**config.mk**
```make
export PLATFORM = sky130hd
export DESIGN_NAME = pulse_indicator_flat
export DESIGN_NICKNAME = d
export VERILOG_FILES = /design/src/rtl/pulse_indicator_if.sv /design/src/rtl/pulse_indicator.sv /design/src/flat_wrapper.sv
export SDC_FILE = /design/constraint.sdc
export NUM_CORES = 1
export LEC_CHECK = 0
export ABC_AREA = 1
export CAP_MARGIN = 20
export CORE_UTILIZATION = 28
export CTS_BUF_LIST = sky130_fd_sc_hd__clkbuf_8
export DETAILED_ROUTE_END_ITERATION = 7
export GPL_ROUTABILITY_DRIVEN = 0
export GPL_TIMING_DRIVEN = 0
export SYNTH_ARGS = -nofsm -noshare
export SYNTH_HDL_FRONTEND = slang
export SYNTH_SLANG_ARGS = --single-unit
```
**constraint.sdc**
```tcl
create_clock -name clk -period 1.4 [get_ports clk]
set_input_delay 0.42 -clock clk [delete_from_list [all_inputs] [get_ports clk]]
set_output_delay 0.42 -clock clk [all_outputs]
set_load 0.005 [all_outputs]
```
**src/rtl/pulse_indicator_if.sv**
```systemverilog
// pulse_indicator_if: event pulse in, indicator level and queue status out.
// master drives the event pulse; slave is the indicator block.
interface pulse_indicator_if;
    logic       P;
    logic       L;
    logic       busy;
    logic [7:0] pend;
    logic       ovf;

    modport master (output P, input  L, busy, pend, ovf);
    modport slave  (input  P, output L, busy, pend, ovf);
endinterface

```
**src/rtl/pulse_indicator.sv**
```systemverilog
// pulse_indicator: stretches one-cycle event pulses into human-visible
// ON_CYCLES-long highs on L, each followed by at least GAP_CYCLES low.
// Optional macro PULSE_INDICATOR_QUEUE_EN: events arriving while busy are
// queued (up to MAX_PEND) instead of dropped; ovf flags a lost event.
module pulse_indicator #(
    parameter int ON_CYCLES  = 8,
    parameter int GAP_CYCLES = 4,
    parameter int MAX_PEND   = 7
) (
    input  logic               clk,
    input  logic               reset,
    pulse_indicator_if.slave   io_bus
);

    localparam int CNT_MAX = (ON_CYCLES > GAP_CYCLES) ? ON_CYCLES : GAP_CYCLES;
    localparam int CNT_W   = (CNT_MAX > 1) ? $clog2(CNT_MAX) : 1;
    localparam logic [CNT_W-1:0] ON_LOAD  = CNT_W'(ON_CYCLES - 1);
    localparam logic [CNT_W-1:0] GAP_LOAD = CNT_W'(GAP_CYCLES - 1);
    localparam logic [CNT_W-1:0] CNT_ONE  = CNT_W'(1);

    if (ON_CYCLES < 1 || GAP_CYCLES < 1 || MAX_PEND < 1 || MAX_PEND > 255) begin : g_bad_param
        $error("pulse_indicator: parameter out of legal range");
    end

    typedef enum logic [1:0] {
        IDLE = 2'd0,
        ON   = 2'd1,
        GAP  = 2'd2
    } state_t;

    state_t           r_state;
    logic [CNT_W-1:0] r_cnt;
    logic             r_L;
    logic             r_busy;

    logic w_cnt_zero;
    logic w_gap_exit;
    logic w_pend_nz;

    assign w_cnt_zero = (r_cnt == '0);
    assign w_gap_exit = (r_state == GAP) && w_cnt_zero;

`ifdef PULSE_INDICATOR_QUEUE_EN
    localparam logic [7:0] PEND_MAX = 8'(MAX_PEND);

    logic [7:0] r_pend;
    logic       r_ovf;
    logic       w_enq;
    logic       w_deq;

    assign w_pend_nz = (r_pend != 8'd0);
    // A queued event is consumed whenever GAP runs out with something waiting.
    assign w_deq     = w_gap_exit && w_pend_nz;
    // P while busy is queued, except at a GAP exit with an empty queue,
    // where it is displayed immediately instead.
    assign w_enq     = io_bus.P && (r_state != IDLE) && !(w_gap_exit && !w_pend_nz);

    // Pending-event queue depth and sticky overflow flag.
    always_ff @(posedge clk) begin
        if (reset) begin
            r_pend <= 8'd0;
            r_ovf  <= 1'b0;
        end else if (w_deq && !w_enq) begin
            r_pend <= r_pend - 8'd1;
        end else if (w_enq && !w_deq) begin
            if (r_pend == PEND_MAX) begin
                r_ovf <= 1'b1;
            end else begin
                r_pend <= r_pend + 8'd1;
            end
        end
    end

    assign io_bus.pend = r_pend;
    assign io_bus.ovf  = r_ovf;
`else
    assign w_pend_nz   = 1'b0;
    assign io_bus.pend = 8'd0;
    assign io_bus.ovf  = 1'b0;
`endif

    // IDLE/ON/GAP sequencer with registered L and busy.
    always_ff @(posedge clk) begin
        if (reset) begin
            r_state <= IDLE;
            r_cnt   <= '0;
            r_L     <= 1'b0;
            r_busy  <= 1'b0;
        end else begin
            unique case (r_state)
                IDLE: begin
                    if (io_bus.P) begin
                        r_state <= ON;
                        r_cnt   <= ON_LOAD;
                        r_L     <= 1'b1;
                        r_busy  <= 1'b1;
                    end
                end
                ON: begin
                    if (w_cnt_zero) begin
                        r_state <= GAP;
                        r_cnt   <= GAP_LOAD;
                        r_L     <= 1'b0;
                    end else begin
                        r_cnt   <= r_cnt - CNT_ONE;
                    end
                end
                GAP: begin
                    if (w_cnt_zero) begin
                        if (w_pend_nz || io_bus.P) begin
                            r_state <= ON;
                            r_cnt   <= ON_LOAD;
                            r_L     <= 1'b1;
                        end else begin
                            r_state <= IDLE;
                            r_busy  <= 1'b0;
                        end
                    end else begin
                        r_cnt   <= r_cnt - CNT_ONE;
                    end
                end
                default: begin
                    r_state <= IDLE;
                    r_cnt   <= '0;
                    r_L     <= 1'b0;
                    r_busy  <= 1'b0;
                end
            endcase
        end
    end

    assign io_bus.L    = r_L;
    assign io_bus.busy = r_busy;

endmodule

```
**src/flat_wrapper.sv**
```systemverilog
// flat-port wrapper written by rule: the top's interface ports become plain ports
module pulse_indicator_flat 
#(
    parameter int ON_CYCLES  = 8,
    parameter int GAP_CYCLES = 4,
    parameter int MAX_PEND   = 7
)
  (clk, reset, io_bus_P, io_bus_L, io_bus_busy, io_bus_pend, io_bus_ovf);
  pulse_indicator_if io_bus_i ();
  input  logic clk;
  input  logic reset;
  input wire logic [$bits(io_bus_i.P)-1:0] io_bus_P;
  output wire logic [$bits(io_bus_i.L)-1:0] io_bus_L;
  output wire logic [$bits(io_bus_i.busy)-1:0] io_bus_busy;
  output wire logic [$bits(io_bus_i.pend)-1:0] io_bus_pend;
  output wire logic [$bits(io_bus_i.ovf)-1:0] io_bus_ovf;
  assign io_bus_i.P = io_bus_P;
  assign io_bus_L = io_bus_i.L;
  assign io_bus_busy = io_bus_i.busy;
  assign io_bus_pend = io_bus_i.pend;
  assign io_bus_ovf = io_bus_i.ovf;
  pulse_indicator #(.ON_CYCLES(ON_CYCLES), .GAP_CYCLES(GAP_CYCLES), .MAX_PEND(MAX_PEND)) u_core (.clk(clk), .reset(reset), .io_bus(io_bus_i));
endmodule
```
# Yosys cells after proc, flatten, opt, wreduce, memory -nomap -nowiden
# Cells that the tools add are included.
dict set report totals {
  out_inout_bits 11
  regBits 7
  word_cells 34
}
dict set report op_classes {
  n_eq_ne 6
  n_addsub 1
  mux 17
  reduce_logical 5
  n_bitwise 1
}
# operator n
set op_table {}
lappend op_table {{$mux 3} 3}
lappend op_table {{$pmux 3 s3} 1}
lappend op_table {{$mux 1} 7}
lappend op_table {{$mux 2} 3}
lappend op_table {{$pmux 1 s3} 2}
lappend op_table {{$pmux 2 s3} 1}
lappend op_table {{$ne 2x1->1 const B} 2}
lappend op_table {{$ne 2x2->1 const B} 2}
lappend op_table {{$reduce_and 4->1} 1}
lappend op_table {{$logic_not 3->1} 1}
lappend op_table {{$reduce_and 3->1} 1}
lappend op_table {{$sub 3x1->3 const B} 1}
lappend op_table {{$eq 2x1->1 const B} 1}
lappend op_table {{$eq 2x2->1 const B} 1}
lappend op_table {{$logic_not 2->1} 1}
lappend op_table {{$reduce_and 2->1} 1}
lappend op_table {{$not 1->1} 1}

# Longest topological paths before layout
dict set report logic_depth {
  depth_word 3
  mapped_depth 8
  ltp_nobuf 8
}

# Worst setup path after synthesis
# OpenSTA, ideal clock, no wires.
dict set report synth_timing {
  kind {flip-flop to flip-flop}
  start {register u_core.r_cnt[0]}
  end {register u_core.r_L (netlist: u_core.io_bus.L)}
  period_less_slack_ns 1.078
  t_arrival_ns 0.970
  slack_ns 0.322
  required_time_ns 1.291
  stages_incl_launch_ff 9
  path_buffers 0
  cell_sequence {dfxtp_1 -> inv_1 -> ha_1 -> nand2_2 -> nand3_2 -> nand2_1 -> nand2_1 -> nand2_1 -> inv_1}
}
dict set report synth_via {
  elab_chain_cells 3
}
# item line
set synth_rtl {}
lappend synth_rtl {{start: declaration} pulse_indicator.sv:32} ;# logic [CNT_W-1:0] r_cnt;
lappend synth_rtl {{start signal: assignment} pulse_indicator.sv:105} ;# r_cnt <= r_cnt - CNT_ONE;
lappend synth_rtl {{start signal: assignment} pulse_indicator.sv:119} ;# r_cnt <= r_cnt - CNT_ONE;
lappend synth_rtl {{$logic_not 3->1 (*)} pulse_indicator.sv:40} ;# assign w_cnt_zero = (r_cnt == '0);
lappend synth_rtl {{$ne 2x1->1 (no line)} n/a}
lappend synth_rtl {{$reduce_and 2->1 (no line) (*)} n/a}
lappend synth_rtl {{end signal: assignment} pulse_indicator.sv:87} ;# r_L <= 1'b0;
lappend synth_rtl {{end signal: assignment} pulse_indicator.sv:95} ;# r_L <= 1'b1;
lappend synth_rtl {{end signal: assignment} pulse_indicator.sv:103} ;# r_L <= 1'b0;
lappend synth_rtl {{end: declaration} pulse_indicator.sv:33} ;# logic r_L;
# Every way passes the cells marked *; elsewhere a longest branch is shown, timed or not.
# A chain may end at the register's enable or synchronous reset.

# Worst setup path in the final report
dict set report layout_timing {
  start {input io_bus_P}
  end {register u_core.r_cnt[1]}
}
dict set report layout_via {
  elab_chain_cells 3
}
# item line
set layout_rtl {}
lappend layout_rtl {{start: declaration} flat_wrapper.sv:12} ;# input wire logic [$bits(io_bus_i.P)-1:0] io_bus_P;
lappend layout_rtl {{$mux 3 (*)} n/a}
lappend layout_rtl {{$mux 3} n/a}
lappend layout_rtl {{$pmux 3 s3 (*)} n/a}
# Marked as above.

==> impl_metrics.yaml <==
drt:
  wl_per_cell_um: 8.07
  dr_total_vias: 406
  totalWireLength_um: 791
  ant_nets: 0
  post_drt_via_cell_ratio: 4.14
  drc: 0
  dr.pass1.iters: 4
  first_iter_violations: 9
logic_synthesis:
  ys_ff_latch: 7
  syn_inst: 66
  synth_warnings: 0
  synth_area_um2: 463
  ys_types: 19
  yosysSeqAreaShare_pct: 30.3
  synth.avg_cell_area_um2: 7.01
floorplan:
  boundaryPins: 14
  die_h_um: 42.7
  die_w_um: 42.7
  start_util_pct: 30.4
  coreArea_um2: 1520
  die_area_um2: 1820
  num_rows: 14
layout:
  n_antenna_cell: 0
  final_cell_mix: "nand2_1 (14), buf_4 (9), conb_1 (9)"
  nNetsFinal: 88
  n_fill_cell: 172
  drive_above_1_share_pct: 23.2
  fin_util_pct: 39.1
  layout_commonest_cell: "nand2_1"
  stdcell_count: 98
  areaGrowthSynthToFinish_pct: 28.6
grt:
  grt_max_degree: 9
  grt-ovfl-total: 0
  track_usage_pct: 10.9
  grt_pass1_vias: 323
  grt_pass1_wl_um: 1390
  grt_util_met2_pct: 11.8
  use_met1_pct: 14.4
  antenna_found_initial: 0
  use_met3_pct: 3.83
  globalRoute.busiestLayer: "met1"
outcome:
  status: "completed"
setup_path:
  arrival_ns: 1.43
  rr_startpoint: "u_core.r_cnt[0]"
  startpoint: "io_bus_P"
  endpoint_kind: "register"
  cpPeakStageDelay_ns: 0.56
  cp_top_family: "buffers and inverters"
  path_buf_inv: 2
  worstPathMaxFanout: 6
  critPathRequiredTime_ns: 1.56
  path_class: "input pin to register"
  cp-start-kind: "input pin"
  cp_cell_sequence: "clkdlybuf4s50_1 > inv_1 > a21oi_1 > o21ai_0 > a21oi_1"
  cp_slowest_cell: "clkdlybuf4s50_1"
  worst_path_most_repeated_cell: "a21oi_1"
cts:
  clock_latency_ns: 0.23
  clock_sinks: 7
  cts_made_buffers: 3
  cts_tree: "built"
  clk_pin_slew_ns: 0.04
  cts_root_buffer: "clkbuf_8"
  cts_max_path_buffers: 2
  ctsHtreeMaxLevel: 1
sta:
  clock_skew_ns: 0.000328
  finalHoldViolCount: 0
  finalSetupViolations: 0
  drv_slew: 0
  grt_setup_unrepaired: "no"
  post-route-period-util_pct: 90.8
  max_freq_mhz: 786
  timing.final.crit_period_ns: 1.27
pwr:
  leakage_nw: 0.315
  ir_drop_v: 0.000573
  powerDensity_nw_per_um2: 1250
min_path:
  min_from: "u_core.io_bus.busy"
  min_path_type: "register to register"
place:
  placed_cells: 94
  portBuffers: 4
  place_hpwl_um: 575
run:
  max_cap_viol_count: 0
==> final timing paths <==
kind | to | slack, ns | depth (start not counted)
setup reg to reg | u_core.io_bus.L | 0.20 | 8
setup / recovery | u_core.r_cnt[1] | 0.13 | 5
hold / removal | u_core.io_bus.busy | 0.51 | 2
hold reg to reg | u_core.io_bus.busy | 0.51 | 2
==> synth_stat cells (all sizes together) <==
master	number	area share [%]
conb	1	0.81
nand3	3	4.3
dfxtp	7	30
xnor2	1	1.9
a21oi	9	11
o21bai	1	1.6
o211ai	1	1.6
nor2	3	3.0
ha	2	5.4
nand2	16	14
inv	9	7.3
a31oi	1	1.4
o21ai	3	3.2
buf	9	15
==> layout make-up <==
cell class	count	area (um2)	share of cell area (%)
Buffer	9	67.6	11.3
Clock inverter	1	3.75	0.630
Tap cell	16	20.0	3.36
Inverter	9	33.8	5.67
Sequential cell	7	140	23.5
Multi-Input combinational cell	49	251	42.2
Clock buffer	3	41.3	6.93
Timing Repair Buffer	4	37.5	6.30
==> state kept, by name, summed over array words and instances (netlist names) <==
signal	count
u_core.r_cnt	3
u_core.r_state	2
u_core.io_bus.L	1
u_core.io_bus.busy	1
==> layer usage <==
layer	vias to the layer above	share of wire (%)
met1	165	51
li1	225	-
met5	-	0
met4	0	2.4
met2	14	40
met3	2	5.9
==> report_power, final <==
part           internal (mW)  switching, mW
clock network          0.190         0.0910
registers              0.230         0.0214
logic                 0.0923          0.120
total                  0.513          0.233
==> kinds of logic (layout without fill, tap and decap cells) <==
group / after synthesis / after routing / share of synthesized area [%]
AO/OA/AOI/OAI: 15 / 15 / 18.4
flip-flops: 7 / 7 / 30.3
adder cells (fa/ha/maj): 2 / 2 / 5.40
XOR/XNOR: 1 / 1 / 1.89
buffers and inverters: 18 / 26 / 21.9
AND/OR/NAND/NOR: 22 / 22 / 21.4
other: 1 / 9 / 0.810
==> repair_timing <==
item	4_1_cts	5_1_grt
endpoints found under the setup margin	2	0
hold buffers	0	0
gates resized for setup	2	0
setup buffers	0	0
==> metrics by stage <==
stage	power, mW	worst slack, ns	TNS [ns]	area (um2)	hold WS [ns]
floorplan	0.419	0.322	0	493	0.482
finish	0.745	0.128	0	596	0.514
global route	0.803	0.0309	0	596	0.557
detailed placement	0.472	-0.106	-0.176	553	0.514
CTS	0.756	0.131	0	596	0.517
global placement	0.473	-0.0976	-0.157	553	0.505
==> worst register-to-register path, stage by stage, from the launching register on <==
cell     delay (ns)
dfxtp_1        0.32
inv_1          0.08
ha_1           0.21
nand2_2        0.15
nand3_2        0.13
nand2_1        0.08
nand2_1        0.05
nand2_1        0.05
inv_1          0.03
(Power assumes the default switching activity.)
==> RTL edit: new RTL, config.mk and constraints unchanged <==
The option `PULSE_INDICATOR_QUEUE_EN` is turned on by a define.
--- a/src/rtl/pulse_indicator.sv
+++ b/src/rtl/pulse_indicator.sv
@@ -2,6 +2,8 @@
 // ON_CYCLES-long highs on L, each followed by at least GAP_CYCLES low.
 // Optional macro PULSE_INDICATOR_QUEUE_EN: events arriving while busy are
 // queued (up to MAX_PEND) instead of dropped; ovf flags a lost event.
+`define PULSE_INDICATOR_QUEUE_EN
+
 module pulse_indicator #(
     parameter int ON_CYCLES  = 8,
     parameter int GAP_CYCLES = 4,
Function: changed (Yosys sat finds a counterexample within 4 cycles, from zero or initial values and one cycle with reset high).
==> RTL edit against the unedited design <==
The flow now finishes with violations (negative setup slack); sequential share of layout area is 5.7 points lower; cell area grew to 3.4 times the old value; total power grew to 4.9 times the old value; global-route usage increased by 4.0 points; non-clock buffer count rose by 28; register-to-register slack lost 1.0 ns; sequential cell count up 9; maximum frequency is 42% lower; synthesized area rose to 2.6 times the old value; worst setup slack lost 0.93 ns; highest routed layer unchanged; wire length rose to 4.3 times the old value; core utilization is 11 points higher; clock power up 47%; critical path depth grew 10.
==> RTL edit: results (changes against the unedited design) <==
----------------------------------------------------
[Logic synthesis]
  Synth cell types ... 23 (+4)
  Biggest area contributors in the synthesized netlist ... sky130_fd_sc_hd__dfxtp_1 (27%), sky130_fd_sc_hd__nand2_1 (17%), sky130_fd_sc_hd__ha_1 (10%)

[Global routing]
  Number of global-route vias before repair ... 1,228 (+280%)
  M1 GR Usage ... 16.9% (+2.5 points)
  Global routing usage on met3 ... 3.21% (-0.62 points)
  Global routing met2 resource utilization ... 27.1% (+15 points)
  Maximum number of pins on one net before global-route repair ... 10 (+1)
  Wire length of the first global-routing pass ... 5.11 mm (+270%)

[Status]
  Result of the run ... complete, but fails checks
  Violated checks ... negative setup slack

[CTS]
  Number of post-CTS setup repair buffers ... 19 (+19)
  Clk Latency, worst-skew pair ... 0.25 ns (+0.02 ns)
  Post-CTS Resized ... 49 (+47)
  Clock transition at the register clock pins on the worst setup and hold paths after CTS ... 0.07 ns (+0.03 ns)

[Power]
  Cell internal pwr ... 2.06 mW (+300%)
  Leak pwr ... 0.943 nW (+200%)

[Cells and area]
  # nets final ... 249 (+180%)
  Area of combinational cells with multiple inputs ... 1040 µm² (+310%)
  Multi-input combinational area share ... 51.5% (+9.3 points)
  Area added between synthesis and finish ... 67.8%
  Cell Count, Final, Fillers Out ... 284 (+190%)

[STA]
  Setup-failing EPs final ... 12 (+12)
  Setup total negative slack ... -6.36 ns (-6.36 ns)
  Smallest setup slack after layout ... -0.801 ns (-0.929 ns)

[Hold path]
  HP Class ... input port to flop
  Worst hold path endpoint ... u_core.r_state[0]

[Placed design]
  Cell Area, Placed ... 1450 µm² (+160%)
  Count of input and output buffers ... 12 (+8)

[Worst setup path]
  Slowest cell on the critical path ... sky130_fd_sc_hd__dfxtp_4
  Worst reg2reg setup slack ... -0.80 ns (-1.00 ns)

[Drt]
  Violation count after the first detailed-route iteration ... 18 (+9)
  Per-cell routed wire length ... 11.9 µm (+48%)

----------------------------------------------------
==> RTL edit: cell count changes in the layout (fill, tap and decap cells not counted), sizes merged, moves of 7 or more <==
cell | unedited run | this run
nor2 | 3 | 30
buf | 9 | 29
ha | 2 | 10
dfxtp | 7 | 16
nand2 | 16 | 60
inv | 10 | 33
nand3 | 3 | 10
conb | 9 | 0
==> RTL edit: cell families after synthesis <==
| kind of cell | after synthesis | share of synthesized area [%] |
|---|---|---|
| compound gates | 23 | 10.8 |
| xor+xnor | 3 | 2.19 |
| fa+ha+maj | 11 | 12.1 |
| flops | 16 | 26.7 |
| buf+inv | 34 | 10.7 |
| simple gates | 102 | 37.4 |
==> RTL edit: power groups by stage <==
stage	logic, mW	registers [mW]	clock network (mW)
after floorplan	1.16	0.788	0
after global placement	1.54	0.808	0
after detailed placement	1.55	0.808	0
after CTS	1.99	0.831	0.421
after global routing	2.66	0.862	0.448
final	2.41	0.835	0.412
